$ cat config.mk
export PLATFORM = sky130hd
export DESIGN_NAME = v_wb_collector
export DESIGN_NICKNAME = d
export VERILOG_FILES = /design/src/rtl/v_wb_collector_pkg.sv /design/src/rtl/v_wb_fifo.sv /design/src/rtl/v_wb_collector.sv
export SDC_FILE = /design/constraint.sdc
export NUM_CORES = 1
export LEC_CHECK = 0
export CAP_MARGIN = 20
export CORE_UTILIZATION = 51
export CTS_CLUSTER_DIAMETER = 150
export DETAILED_ROUTE_END_ITERATION = 8
export PLACE_DENSITY = 0.83
export SYNTH_ARGS = -nofsm -noshare
export SYNTH_HDL_FRONTEND = slang
export SYNTH_SLANG_ARGS = --single-unit
$ cat constraint.sdc
create_clock -name clk -period 4.1 [get_ports clk]
set_input_delay 1.23 -clock clk [delete_from_list [all_inputs] [get_ports clk]]
set_output_delay 1.23 -clock clk [all_outputs]
set_load 0.01 [all_outputs]
$ cat src/rtl/v_wb_collector_pkg.sv
// v_wb_collector_pkg: shared types and constants for the writeback collector
// Holds the buffered write entry, the bank-alignment derivation and the collector state encoding.
package v_wb_collector_pkg;
    localparam int WB_DATA_WIDTH = 64;
    localparam int WB_ADDR_WIDTH = 10;
    localparam int WB_BANK_COUNT = 4;
    localparam int WB_BE_WIDTH = WB_DATA_WIDTH / 8;

    function automatic int align_bits(input int banks);
        return $clog2(banks);
    endfunction

    localparam int WB_ALIGN_BITS = align_bits(WB_BANK_COUNT);

    typedef struct packed {
        logic [WB_ADDR_WIDTH-1:0] addr;
        logic [WB_DATA_WIDTH-1:0] data;
        logic [WB_BE_WIDTH-1:0]   be;
    } wb_entry_t;

    typedef enum logic [1:0] {WB_IDLE, WB_RUN, WB_DRAIN} wb_state_t;
endpackage

$ cat src/rtl/v_wb_fifo.sv
// v_wb_fifo: synchronous FIFO of writeback entries with occupancy, full and empty
// Ports: clk, rst (sync, active-high); push/din write an entry; pop/dout read the head
//   (dout is zero while empty); count, full, empty report occupancy.
module v_wb_fifo
    import v_wb_collector_pkg::*;
#(
    parameter int DEPTH = 4,
    localparam int PW = $clog2(DEPTH),
    localparam int CW = PW + 1
) (
    input  logic          clk,
    input  logic          rst,
    input  logic          push,
    input  wb_entry_t     din,
    input  logic          pop,
    output wb_entry_t     dout,
    output logic [CW-1:0] count,
    output logic          full,
    output logic          empty
);
    wb_entry_t mem [DEPTH];
    logic [PW-1:0] rd_ptr, wr_ptr;
    logic do_push, do_pop;

    assign empty = count == '0;
    assign full = count == CW'(DEPTH);
    assign do_pop = pop && !empty;
    // a full FIFO still takes a push when the head leaves in the same cycle
    assign do_push = push && (!full || do_pop);
    assign dout = empty ? '0 : mem[rd_ptr];

    always_ff @(posedge clk) begin
        if (do_push) mem[wr_ptr] <= din;
    end

    always_ff @(posedge clk) begin
        if (rst) begin
            rd_ptr <= '0;
            wr_ptr <= '0;
            count <= '0;
        end else begin
            if (do_push) wr_ptr <= wr_ptr + 1'b1;
            if (do_pop) rd_ptr <= rd_ptr + 1'b1;
            count <= count + CW'(do_push) - CW'(do_pop);
        end
    end
endmodule

$ cat src/rtl/v_wb_collector.sv
// v_wb_collector: writeback collector merging narrow halves into a FIFO that drives one banked VRF write port
// Ports: clk, rst (sync, active-high); start_pulse/narrow_mode open an instruction;
//   in_valid/in_last/in_addr/in_be/in_data carry result beats; stall back-pressures the source;
//   wr_en/wr_ready/wr_bank/wr_row/wr_data/wr_be form the VRF write port;
//   busy, wb_done (one-cycle completion) and err (sticky protocol error) report status.
module v_wb_collector
    import v_wb_collector_pkg::*;
#(
    parameter int DATA_WIDTH = WB_DATA_WIDTH,
    parameter int ADDR_WIDTH = WB_ADDR_WIDTH,
    parameter int BANK_COUNT = WB_BANK_COUNT,
    parameter int FIFO_DEPTH = 4,
    localparam int ALIGN_BITS = align_bits(BANK_COUNT)
) (
    input  logic                         clk,
    input  logic                         rst,
    input  logic                         start_pulse,
    input  logic                         narrow_mode,
    input  logic                         in_valid,
    input  logic                         in_last,
    input  logic [ADDR_WIDTH-1:0]        in_addr,
    input  logic [DATA_WIDTH/8-1:0]      in_be,
    input  logic [DATA_WIDTH-1:0]        in_data,
    output logic                         stall,
    output logic                         wr_en,
    input  logic                         wr_ready,
    output logic [ALIGN_BITS-1:0]        wr_bank,
    output logic [ADDR_WIDTH-ALIGN_BITS-1:0] wr_row,
    output logic [DATA_WIDTH-1:0]        wr_data,
    output logic [DATA_WIDTH/8-1:0]      wr_be,
    output logic                         busy,
    output logic                         wb_done,
    output logic                         err
);
    localparam int H = DATA_WIDTH / 2;
    localparam int B = DATA_WIDTH / 16;
    localparam int CW = $clog2(FIFO_DEPTH) + 1;

    wb_state_t state, state_n;
    logic nm, mv, mv_n, cap, push, pop, full, empty, done, err_set, accept, live, same;
    logic [ADDR_WIDTH-1:0] m_addr;
    logic [H-1:0] m_data;
    logic [B-1:0] m_be;
    logic [CW-1:0] count, count_n;
    wb_entry_t push_e, head;

    v_wb_fifo #(.DEPTH(FIFO_DEPTH)) u_fifo (
        .clk(clk),
        .rst(rst),
        .push(push),
        .din(push_e),
        .pop(pop),
        .dout(head),
        .count(count),
        .full(full),
        .empty(empty)
    );

    assign accept = in_valid && state == WB_RUN;
    assign live = accept && |in_be;
    assign same = in_addr == m_addr;
    assign pop = !empty && wr_ready;
    assign count_n = count + CW'(push && (!full || pop)) - CW'(pop);
    assign err_set = (start_pulse && state != WB_IDLE) || (in_valid && state != WB_RUN)
                   || (live && nm && mv && !same) || (push && full && !pop);

    // push source: the pending half (upper half empty) unless a beat supplies the word
    always_comb begin
        push_e.addr = m_addr;
        push_e.data = {{H{1'b0}}, m_data};
        push_e.be = {{B{1'b0}}, m_be};
        push = 1'b0;
        cap = 1'b0;
        mv_n = mv;
        if (live && !nm) begin
            push = 1'b1;
            push_e.addr = in_addr;
            push_e.data = in_data;
            push_e.be = in_be;
        end else if (live && !mv && !in_last) begin
            cap = 1'b1;
            mv_n = 1'b1;
        end else if (live && !mv) begin
            push = 1'b1;
            push_e.addr = in_addr;
            push_e.data = {{H{1'b0}}, in_data[H-1:0]};
            push_e.be = {{B{1'b0}}, in_be[B-1:0]};
        end else if (live && same) begin
            push = 1'b1;
            push_e.data = {in_data[H-1:0], m_data};
            push_e.be = {in_be[B-1:0], m_be};
            mv_n = 1'b0;
        end else if (live) begin
            // address mismatch: stale half leaves alone, this beat restarts pairing
            push = 1'b1;
            cap = 1'b1;
        end else if (state == WB_DRAIN && mv && (!full || pop)) begin
            push = 1'b1;
            mv_n = 1'b0;
        end
    end

    // leaving DRAIN looks at next-cycle occupancy so wb_done lands right after the last write
    always_comb begin
        state_n = state;
        done = 1'b0;
        case (state)
            WB_IDLE: state_n = start_pulse ? WB_RUN : WB_IDLE;
            WB_RUN: state_n = (accept && in_last) ? WB_DRAIN : WB_RUN;
            WB_DRAIN: begin
                done = count_n == '0 && !mv_n;
                state_n = done ? WB_IDLE : WB_DRAIN;
            end
            default: state_n = WB_IDLE;
        endcase
    end

    always_ff @(posedge clk) begin
        if (rst) begin
            state <= WB_IDLE;
            nm <= 1'b0;
            mv <= 1'b0;
            m_addr <= '0;
            m_data <= '0;
            m_be <= '0;
            stall <= 1'b0;
            wb_done <= 1'b0;
            err <= 1'b0;
        end else begin
            state <= state_n;
            mv <= state == WB_IDLE ? 1'b0 : mv_n;
            if (state == WB_IDLE && start_pulse) nm <= narrow_mode;
            if (cap) begin
                m_addr <= in_addr;
                m_data <= in_data[H-1:0];
                m_be <= in_be[B-1:0];
            end
            stall <= count_n >= CW'(FIFO_DEPTH - 1);
            wb_done <= done;
            err <= err | err_set;
        end
    end

    assign wr_en = !empty;
    assign wr_bank = head.addr[ALIGN_BITS-1:0];
    assign wr_row = head.addr[ADDR_WIDTH-1:ALIGN_BITS];
    assign wr_data = head.data;
    assign wr_be = head.be;
    assign busy = state != WB_IDLE;
endmodule
==> impl_metrics.csv <==
group,metric,value,unit
status,status,"finished, final reports clean",
synth,synth-edff-count,328,
floorplan,die_h,181.2,um
clock_network,hold_buffers,0,
drt,drt_first_pass_iters,5,
synth,mappedNetlistArea,16380,sq um
drt,via_per_inst,5.823,
place,portBuffers,175,
clock_network,clk_path_buf_depth,3,
final_layout,layout.cells.non_filler,1546,
global_route,grt_max_degree,83,
clock_network,numCtsBuffers,38,
clock_network,cts_tree,"built",
sta,setup_viol,0,
synth,synth_nets,1028,
place,dp_slack,0.06412,ns
worst_setup_path,critPathMaxStageDelay,0.63,ns
worst_setup_path,path_buf_inv,2,
clock_network,post-cts-setup-buffer-count,0,
sta,worst_slew_pin_slew,1.079,ns
synth,synthArstFlopShare,0,%
final_layout,layout_commonest_cell,"edfxtp_1",
worst_setup_path,cp_top_family,"buffers and inverters",
final_layout,drive_above_1_share,19.42,%
place,dp_hpwl,22800,um
worst_setup_path,critPathKind,"reg -> out",
floorplan,io_pins,176,
power_and_ir_drop,vdd_drop_max,480.6,uV
power_and_ir_drop,pwr_density_cell,531.9,nW/um^2
global_route,grt_pass1_wl,55730,um
synth,yosysUniqueCellTypes,45,
global_route,antenna_found_initial,3,
sta,grt_setup_unrepaired,"false",
worst_setup_path,cp-end-kind,"primary output",
global_route,first_global_vias,9419,
floorplan,die_width,181.2,um
worst_setup_path,worstRegToRegCells,9,
worst_setup_path,path_cells,"buf_4 -> mux4_2 -> and2_1 -> clkdlybuf4s50_1",
drt,via_count,9002,
floorplan,core,31560,sq um
job,maxCapViolCount,0,
sta,setup_ws,0.1689,ns
clock_network,clock_sinks,390,
worst_setup_path,cp_slowest_cell,"mux4_2",
synth,yosys_warnings,0,
final_layout,syn_to_final_growth,21.14,%
synth,synth-seq-cells,390,
worst_setup_path,cp_max_fo,20,
worst_setup_path,arrival,2.70,ns
floorplan,die-area,32830,sq um
hold_path,hold_depth,2,
sta,hold_viol,0,
sta,max_freq,0.2544,GHz
final_layout,final_cell_mix,"edfxtp_1, clkdlybuf4s50_1, nand2b_1",
hold_path,min_to,"m_data[19]",
drt,initialDrtViolationCount,740,
synth,synthCells,930,
clock_network,htree_levels,2,
global_route,track_usage,22.63,%
place,gp_congestion,0.8010,
final_layout,finalNetCount,1214,
hold_path,hp-start,"m_data[19]",
clock_network,clkSlewWorstSetupHoldPaths,0.06,ns
floorplan,std_cell_rows,65,
floorplan,initial_core_util,51.90,%
clock_network,clk_latency,0.52,ns
worst_setup_path,crit_path_start_kind,"register",
global_route,overflow,0,
synth,yosysSeqAreaShare,67.72,%
worst_setup_path,critical_path_required,2.87,ns
power_and_ir_drop,leakagePower,0.006505,uW
synth,ys.flop_type,"edfxtp_1",
drt,wl,36440,um
sta,period_minus_slack,3.931,ns
sta,clock-skew-final,0.01077,ns
place,dp.cells,1478,
sta,final.setup.tns,0,ns
worst_setup_path,r2r-start,"u_fifo.count[1]",
sta,whs,0.4738,ns
worst_setup_path,r2r_slack,1.20,ns
worst_setup_path,timing.rr.end,"wb_done",
sta,slew_headroom,27.92,%
final_layout,fillers,2142,
hold_path,hold_class,"reg -> reg",
drt,avgRoutedWirePerCell,23.57,um
synth,synth_area_per_cell,17.61,sq um
clock_network,root_buffer,"clkbuf_16",
drt,ant_nets,0,
sta,period_share,95.88,%
sta,final_max_slew_viol_count,0,
drt,drc,0,
final_layout,utilization,62.87,%
==> Yosys cell counts, types with 7 or more instances <==
cell type | number | area share [%]
edfxtp_1 | 328 | 60
nand2b_1 | 95 | 3.6
and2_1 | 87 | 3.3
mux4_2 | 82 | 11
dfxtp_1 | 62 | 7.6
mux2i_1 | 47 | 2.9
mux2_2 | 44 | 3.0
a22o_1 | 36 | 1.9
clkbuf_1 | 30 | 0.69
buf_2 | 19 | 0.58
nor2_1 | 12 | 0.28
xor2_1 | 12 | 0.64
inv_1 | 10 | 0.23
ha_1 | 7 | 0.53
==> metal layers <==
layer	GRT usage (%)	part of all wire [%]
met1	32.47	43
met2	36.40	49
met3	3.145	5.9
met4	6.441	2.1
met5	0	0.036
==> cell type report <==
class	count	area, sq um	share of cell area, %
Inverter	10	37.54	0.1892
Multi-Input combinational cell	475	4970	25.05
Clock buffer	51	1031	5.197
Timing Repair Buffer	201	2079	10.48
Clock inverter	16	117.6	0.5928
Antenna cell	1	2.502	0.01261
Tap cell	402	503.0	2.535
Sequential cell	390	11100	55.94
==> repair_timing <==
action	in CTS	in global routing
setup endpoints to repair	7	0
endpoints found under the hold margin	0	0
resized for setup	1	0
==> tightest hold or removal path, stage by stage, from the launching register on <==
cell and delay (ns):
dfxtp_1 0.31, nand2b_1 0.06, mux2i_1 0.06
==> how the worst max path moves through the flow <==
stage	from	endpoint	depth (start not counted)
floorplan	in_valid	u_fifo.mem[0][0]	5
global placement	in_be[1]	u_fifo.mem[0][46]	9
detailed placement	in_be[1]	u_fifo.mem[0][46]	9
CTS	register	wr_data[53]	4
global route	register	wr_data[53]	4
finish	register	wr_data[53]	4
==> power breakdown <==
part / total, uW / switching, uW / internal (uW)
Combinational: 2890 / 1290 / 1600
Clock: 3230 / 1400 / 1840
Sequential: 4430 / 76.8 / 4350
==> stage by stage <==
step | instance area (sq um) | power, uW
final | 19840 | 10550
after global routing | 19840 | 10960
after CTS | 19840 | 10630
after detailed placement | 18680 | 7418
after global placement | 18680 | 7391
after floorplan | 16380 | 6029
==> kinds of logic after synthesis <==
kind of cell,count (synthesis),share of synthesized area (%)
flops,390,67.72
simple gates,220,8.442
mux,177,17.45
buf+inv,65,2.101
compound gates,54,2.705
xor+xnor,15,0.8022
fa+ha+maj,9,0.7793
==> flip-flops by register name, indices dropped and copies added (netlist names), named ones only <==
signal / cells
mv: 1
nm: 1
stall: 1
u_fifo.wr_ptr: 2
u_fifo.mem: 328
u_fifo.rd_ptr: 2
wb_done: 1
err: 1
u_fifo.count: 3
m_data: 32
m_be: 4
m_addr: 10
state: 2
(Power assumes the default switching activity.)
